File: config.mk
export PLATFORM = sky130hd
export DESIGN_NAME = cga_vram_arbiter
export DESIGN_NICKNAME = d
export VERILOG_FILES = /design/src/rtl/cga_vram_arbiter.sv
export SDC_FILE = /design/constraint.sdc
export NUM_CORES = 1
export LEC_CHECK = 0
export ABC_CLOCK_PERIOD_IN_PS = 1290
export CAP_MARGIN = 20
export CORE_MARGIN = 2
export CORE_UTILIZATION = 35
export DETAILED_ROUTE_END_ITERATION = 8
export PLACE_DENSITY = 0.8
export SYNTH_ARGS = -nofsm -noshare
export SYNTH_HDL_FRONTEND = slang
export SYNTH_SLANG_ARGS = --single-unit
File: constraint.sdc
create_clock -name clk -period 1.29 [get_ports clk]
set_input_delay 0.258 -clock clk [delete_from_list [all_inputs] [get_ports clk]]
set_output_delay 0.258 -clock clk [all_outputs]
set_load 0.03 [all_outputs]
File: src/rtl/cga_vram_arbiter.sv
// CGA video RAM arbiter: shares one SRAM between the video fetch sequencer and
// ISA CPU accesses, giving video priority until a CPU request has waited too long.
module cga_vram_arbiter #(
    parameter logic [19:0] FRAMEBUFFER_ADDR = 20'hB8000,
    parameter int          USE_BUS_WAIT     = 0,
    parameter logic [4:0]  SLOT_TIMEOUT     = 5'd24
) (
    input  logic        clk,
    input  logic        reset,
    input  logic [19:0] bus_a,
    input  logic        bus_memr_l,
    input  logic        bus_memw_l,
    input  logic        bus_aen,
    input  logic [7:0]  bus_d,
    output logic [7:0]  bus_out,
    output logic        bus_dir,
    output logic        bus_rdy,
    input  logic        vid_read,
    input  logic [18:0] vid_a,
    output logic [7:0]  vid_d,
    output logic [18:0] ram_a,
    output logic        ram_we_l,
    input  logic [7:0]  ram_din,
    output logic [7:0]  ram_dout,
    output logic        snow
);

    typedef enum logic [1:0] {
        ST_IDLE,
        ST_WAIT_SLOT,
        ST_ACCESS,
        ST_HOLD
    } state_t;

    state_t      r_state;
    state_t      w_state_next;
    logic [1:0]  r_memr_sync;
    logic [1:0]  r_memw_sync;
    logic [4:0]  r_wait_cnt;
    logic [4:0]  w_wait_cnt_next;
    logic [18:0] r_cpu_addr;
    logic [7:0]  r_cpu_data;
    logic        r_is_write;
    logic [7:0]  r_bus_out;

    logic w_memr_active;
    logic w_memw_active;
    logic w_decode;
    logic w_rd_req;
    logic w_wr_req;
    logic w_req;
    logic w_strobe_held;
    logic w_latch;
    logic w_in_access;
    logic w_cpu_we;

    // Strobes are asynchronous to clk; bit 1 is the synchronized copy.
    always_ff @(posedge clk) begin
        if (reset) begin
            r_memr_sync <= 2'b11;
            r_memw_sync <= 2'b11;
        end else begin
            r_memr_sync <= {r_memr_sync[0], bus_memr_l};
            r_memw_sync <= {r_memw_sync[0], bus_memw_l};
        end
    end

    assign w_memr_active = ~r_memr_sync[1];
    assign w_memw_active = ~r_memw_sync[1];
    assign w_decode      = ~bus_aen && (bus_a[19:15] == FRAMEBUFFER_ADDR[19:15]);
    assign w_rd_req      = w_decode && w_memr_active;
    assign w_wr_req      = w_decode && w_memw_active;
    assign w_req         = w_rd_req || w_wr_req;
    assign w_strobe_held = r_is_write ? w_memw_active : w_memr_active;

    always_comb begin
        w_state_next    = r_state;
        w_wait_cnt_next = r_wait_cnt;
        w_latch         = 1'b0;
        case (r_state)
            ST_IDLE: begin
                w_wait_cnt_next = 5'd0;
                if (w_req) begin
                    w_latch      = 1'b1;
                    w_state_next = ST_WAIT_SLOT;
                end
            end
            ST_WAIT_SLOT: begin
                if (!w_strobe_held) begin
                    w_state_next = ST_IDLE;
                end else if (!vid_read || (r_wait_cnt == SLOT_TIMEOUT)) begin
                    w_state_next = ST_ACCESS;
                end else begin
                    w_wait_cnt_next = r_wait_cnt + 5'd1;
                end
            end
            ST_ACCESS: begin
                w_state_next = ST_HOLD;
            end
            ST_HOLD: begin
                // One access per ISA cycle: wait for the strobe to go away.
                if (!w_strobe_held) begin
                    w_state_next = ST_IDLE;
                end
            end
            default: begin
                w_state_next = ST_IDLE;
            end
        endcase
    end

    always_ff @(posedge clk) begin
        if (reset) begin
            r_state    <= ST_IDLE;
            r_wait_cnt <= 5'd0;
            r_cpu_addr <= 19'd0;
            r_cpu_data <= 8'h00;
            r_is_write <= 1'b0;
            r_bus_out  <= 8'h00;
        end else begin
            r_state    <= w_state_next;
            r_wait_cnt <= w_wait_cnt_next;
            if (w_latch) begin
                r_cpu_addr <= {4'b0001, bus_a[14:0]};
                r_cpu_data <= bus_d;
                r_is_write <= w_wr_req;
            end
            if ((r_state == ST_ACCESS) && !r_is_write) begin
                r_bus_out <= ram_din;
            end
        end
    end

    // Reset drops the write enable immediately so an interrupted write never lands.
    assign w_in_access = (r_state == ST_ACCESS);
    assign w_cpu_we    = w_in_access && r_is_write && !reset;

    assign ram_a    = w_in_access ? r_cpu_addr : vid_a;
    assign ram_we_l = ~w_cpu_we;
    assign ram_dout = r_cpu_data;
    assign vid_d    = ram_din;
    assign snow     = w_in_access && vid_read;
    assign bus_dir  = w_rd_req;
    assign bus_out  = r_bus_out;

    generate
        if (USE_BUS_WAIT != 0) begin : g_bus_wait
            assign bus_rdy = ~(((r_state == ST_IDLE) && w_req)
                               || (r_state == ST_WAIT_SLOT)
                               || (r_state == ST_ACCESS));
        end else begin : g_no_bus_wait
            assign bus_rdy = 1'b1;
        end
    endgenerate

endmodule

==> flow_metrics.tcl <==
set metrics [dict create \
    status "complete, but fails checks" \
    failed_checks "setup timing" \
    grt_pass1_wl_um 9110 \
    final_antenna_net_count 0 \
    design.portCount 108 \
    drt_first_pass_iters 4 \
    path_clk_slew_ns 0.08 \
    grt_usage_pct 18.3 \
    wirelength_met1_um 2500 \
    topRoutingLayerUsed "met4" \
    syn_nets 275 \
    yosysSeqAreaShare_pct 43.7 \
    overflow 0 \
    dieArea_um2 6390 \
    setup_viol 60 \
    root_buffer "clkbuf_8" \
    finClkSkew_ns 0.00681 \
    critPathRequiredTime_ns 1.03 \
    synth_ff_type "dfxtp_1" \
    crit_path_start "r_state[0]$_SDFFE_PP0P_" \
    critPathMaxFanout 6 \
    hold_viol_final 0 \
    synthSimpleGateAreaFrac_pct 17.9 \
    end_kind "output port" \
    synth_mux_area_share_pct 20.5 \
    cts_buffers 5 \
    gp_congestion 0.752 \
    fillerInstances 464 \
    syn_inst 212 \
    core_um2 5540 \
    fin_crit_sh_pct 131 \
    final_cells 422 \
    io_buffer_count 106 \
    cap_viol_max_count 0 \
    leakagePower_nw 1.78 \
    syn_area_um2 2020 \
    synthAdderAreaFrac_pct 1.24 \
    placed_area_um2 3290 \
    yosys_warnings 0 \
    route.detailed.drc 0 \
    antenna_found_initial 0 \
    p_per_area_nw_per_um2 743 \
    synth-xor-area-share_pct 0 \
    async_reset_ff_share_pct 0 \
    die_w_um 79.9 \
    fin_nets 412 \
    cts_sinks 44 \
    layout-drive-gt1-share_pct 45.7 \
    total_power_mw 2.82 \
    synth_edf_count 0 \
    clock_latency_ns 0.29 \
    wl_per_cell_um 14.5 \
    fp.dieH_um 79.9 \
    final_cell_mix "clkdlybuf4s50_1, dfxtp_1, buf_6" \
    rows 27 \
    layout_setup_ws_ns -0.397 \
    wl_met2_um 3100 \
    hpwlAfterDp_um 3840 \
    layout_commonest_cell "clkdlybuf4s50_1" \
    vdd_drop_max_uv 677 \
    area_growth_pct 88.0 \
    grt_setup_unrepaired "yes" \
    startpoint_type "flop" \
    htreeDepth 2 \
    drt_wl_total_um 6100 \
    cts_tree "done" \
    drt-initial-drc-count 52 \
    hold_class "flop to flop" \
    hp-start "r_memr_sync[0]$_SDFF_PP1_" \
    vias 2009 \
    fmax_mhz 593 \
    fin_area_um2 3790 \
    grt_max_degree 24 \
    synth_compound_area_share_pct 9.37 \
    yosysUniqueCellTypes 36 \
    synth_area_per_cell_um2 9.51 \
    diodes 0 \
    dr_wl_met3_um 372 \
    synth_top_family_by_area "multiplexers" \
    slew_violations 0 \
    crit_arrival_ns 1.43 \
    vias_per_cell 4.76 \
    placed_cells 394 \
    period_needed_ns 1.69 \
    clockBufferDepth 2 \
    grt_pass1_vias 1932 \
    start_util_pct 36.4 \
    ys_seq_elements 44 \
    crit_type "flop to output port" \
]
[power breakdown]
group / internal, mW / total, mW / leakage [nW] / switching, mW
clock: 0.428 / 0.891 / 0.0510 / 0.463
sequential: 1.36 / 1.37 / 0.358 / 0.00701
combinational: 0.325 / 0.556 / 1.38 / 0.232
[what timing repair did]
item | in CTS | in global routing
hold buffers | 0 | 0
gates resized for setup | 186 | 44
pin swaps | 21 | 15
endpoints found under the setup margin | 74 | 75
setup buffers | 11 | 6
gates cloned | 3 | 1
[synth_stat cells, types with 2 or more instances]
cell type | number | area share (%)
a211o_1 | 2 | 0.87
a21oi_1 | 10 | 2.5
and2_1 | 3 | 0.93
buf_2 | 2 | 0.50
buf_4 | 9 | 3.3
buf_6 | 2 | 1.1
clkbuf_1 | 6 | 1.1
dfxtp_1 | 44 | 44
ha_1 | 2 | 1.2
inv_1 | 6 | 1.1
mux2_2 | 15 | 8.4
mux2i_1 | 23 | 11
nand2_1 | 16 | 3.0
nand2b_1 | 2 | 0.62
nand3_1 | 4 | 0.99
nor2_1 | 29 | 5.4
nor3_1 | 3 | 0.74
o21ai_0 | 11 | 2.7
o21bai_1 | 2 | 0.74
or2_2 | 5 | 1.6
[final timing paths]
path | end | cells past startpoint | slack, ns
setup reg to reg | r_cpu_addr[6]$_SDFFE_PP0P_ | 7 | -0.23
setup / recovery | ram_a[1] | 4 | -0.40
hold / removal | r_memr_sync[1]$_SDFF_PP1_ | 1 | 0.41
hold reg to reg | r_memr_sync[1]$_SDFF_PP1_ | 1 | 0.41
[layer usage]
metal	global-route usage (%)	vias to the layer above
li1	-	991
met1	20.3	929
met2	33.7	77
met3	4.30	12
met4	6.10	0
met5	0	-
[worst max-delay path, stage by stage (launching register included)]
cell      delay [ns]
dfxtp_2         0.36
nand2b_4        0.21
buf_12          0.13
mux2_4          0.29
buf_6           0.14
[state kept, by name, summed over array words and instances (netlist names), named ones only]
name and count:
r_cpu_addr 16, bus_out 8, ram_dout 8, r_wait_cnt 5
r_memr_sync 2, r_memw_sync 2, r_is_write 1, r_state 1
[layout make-up]
type | count | area [um2] | area share (%)
clock buffers | 6 | 82.6 | 2.18
clock inverters | 2 | 10.0 | 0.264
inverters | 6 | 22.5 | 0.594
multi-input cells | 145 | 1240 | 32.7
flip-flops and latches | 44 | 893 | 23.6
well taps | 72 | 90.1 | 2.38
repair buffers | 147 | 1450 | 38.3
[per-stage QoR]
step | worst slack, ns | utilization (%) | hold slack [ns] | setup TNS (ns)
finish | -0.397 | 68.4 | 0.409 | -13.04
global route | -0.433 | 68.4 | 0.421 | -16.44
CTS | -0.405 | 66.7 | 0.416 | -9.20
detailed placement | -0.663 | 59.4 | 0.394 | -23.76
global placement | -0.643 | 59.4 | 0.391 | -22.22
floorplan | 0.0104 | - | 0.362 | 0
[cells by family after synthesis]
| family | after synthesis |
|---|---|
| DFF | 44 |
| and+or+nand+nor | 71 |
| AOI/OAI and AO/OA | 30 |
| muxes | 39 |
| adders and majority gates | 2 |
| other | 1 |
| buffers and inverters | 25 |
No activity file was read; power rests on OpenSTA's default activity.
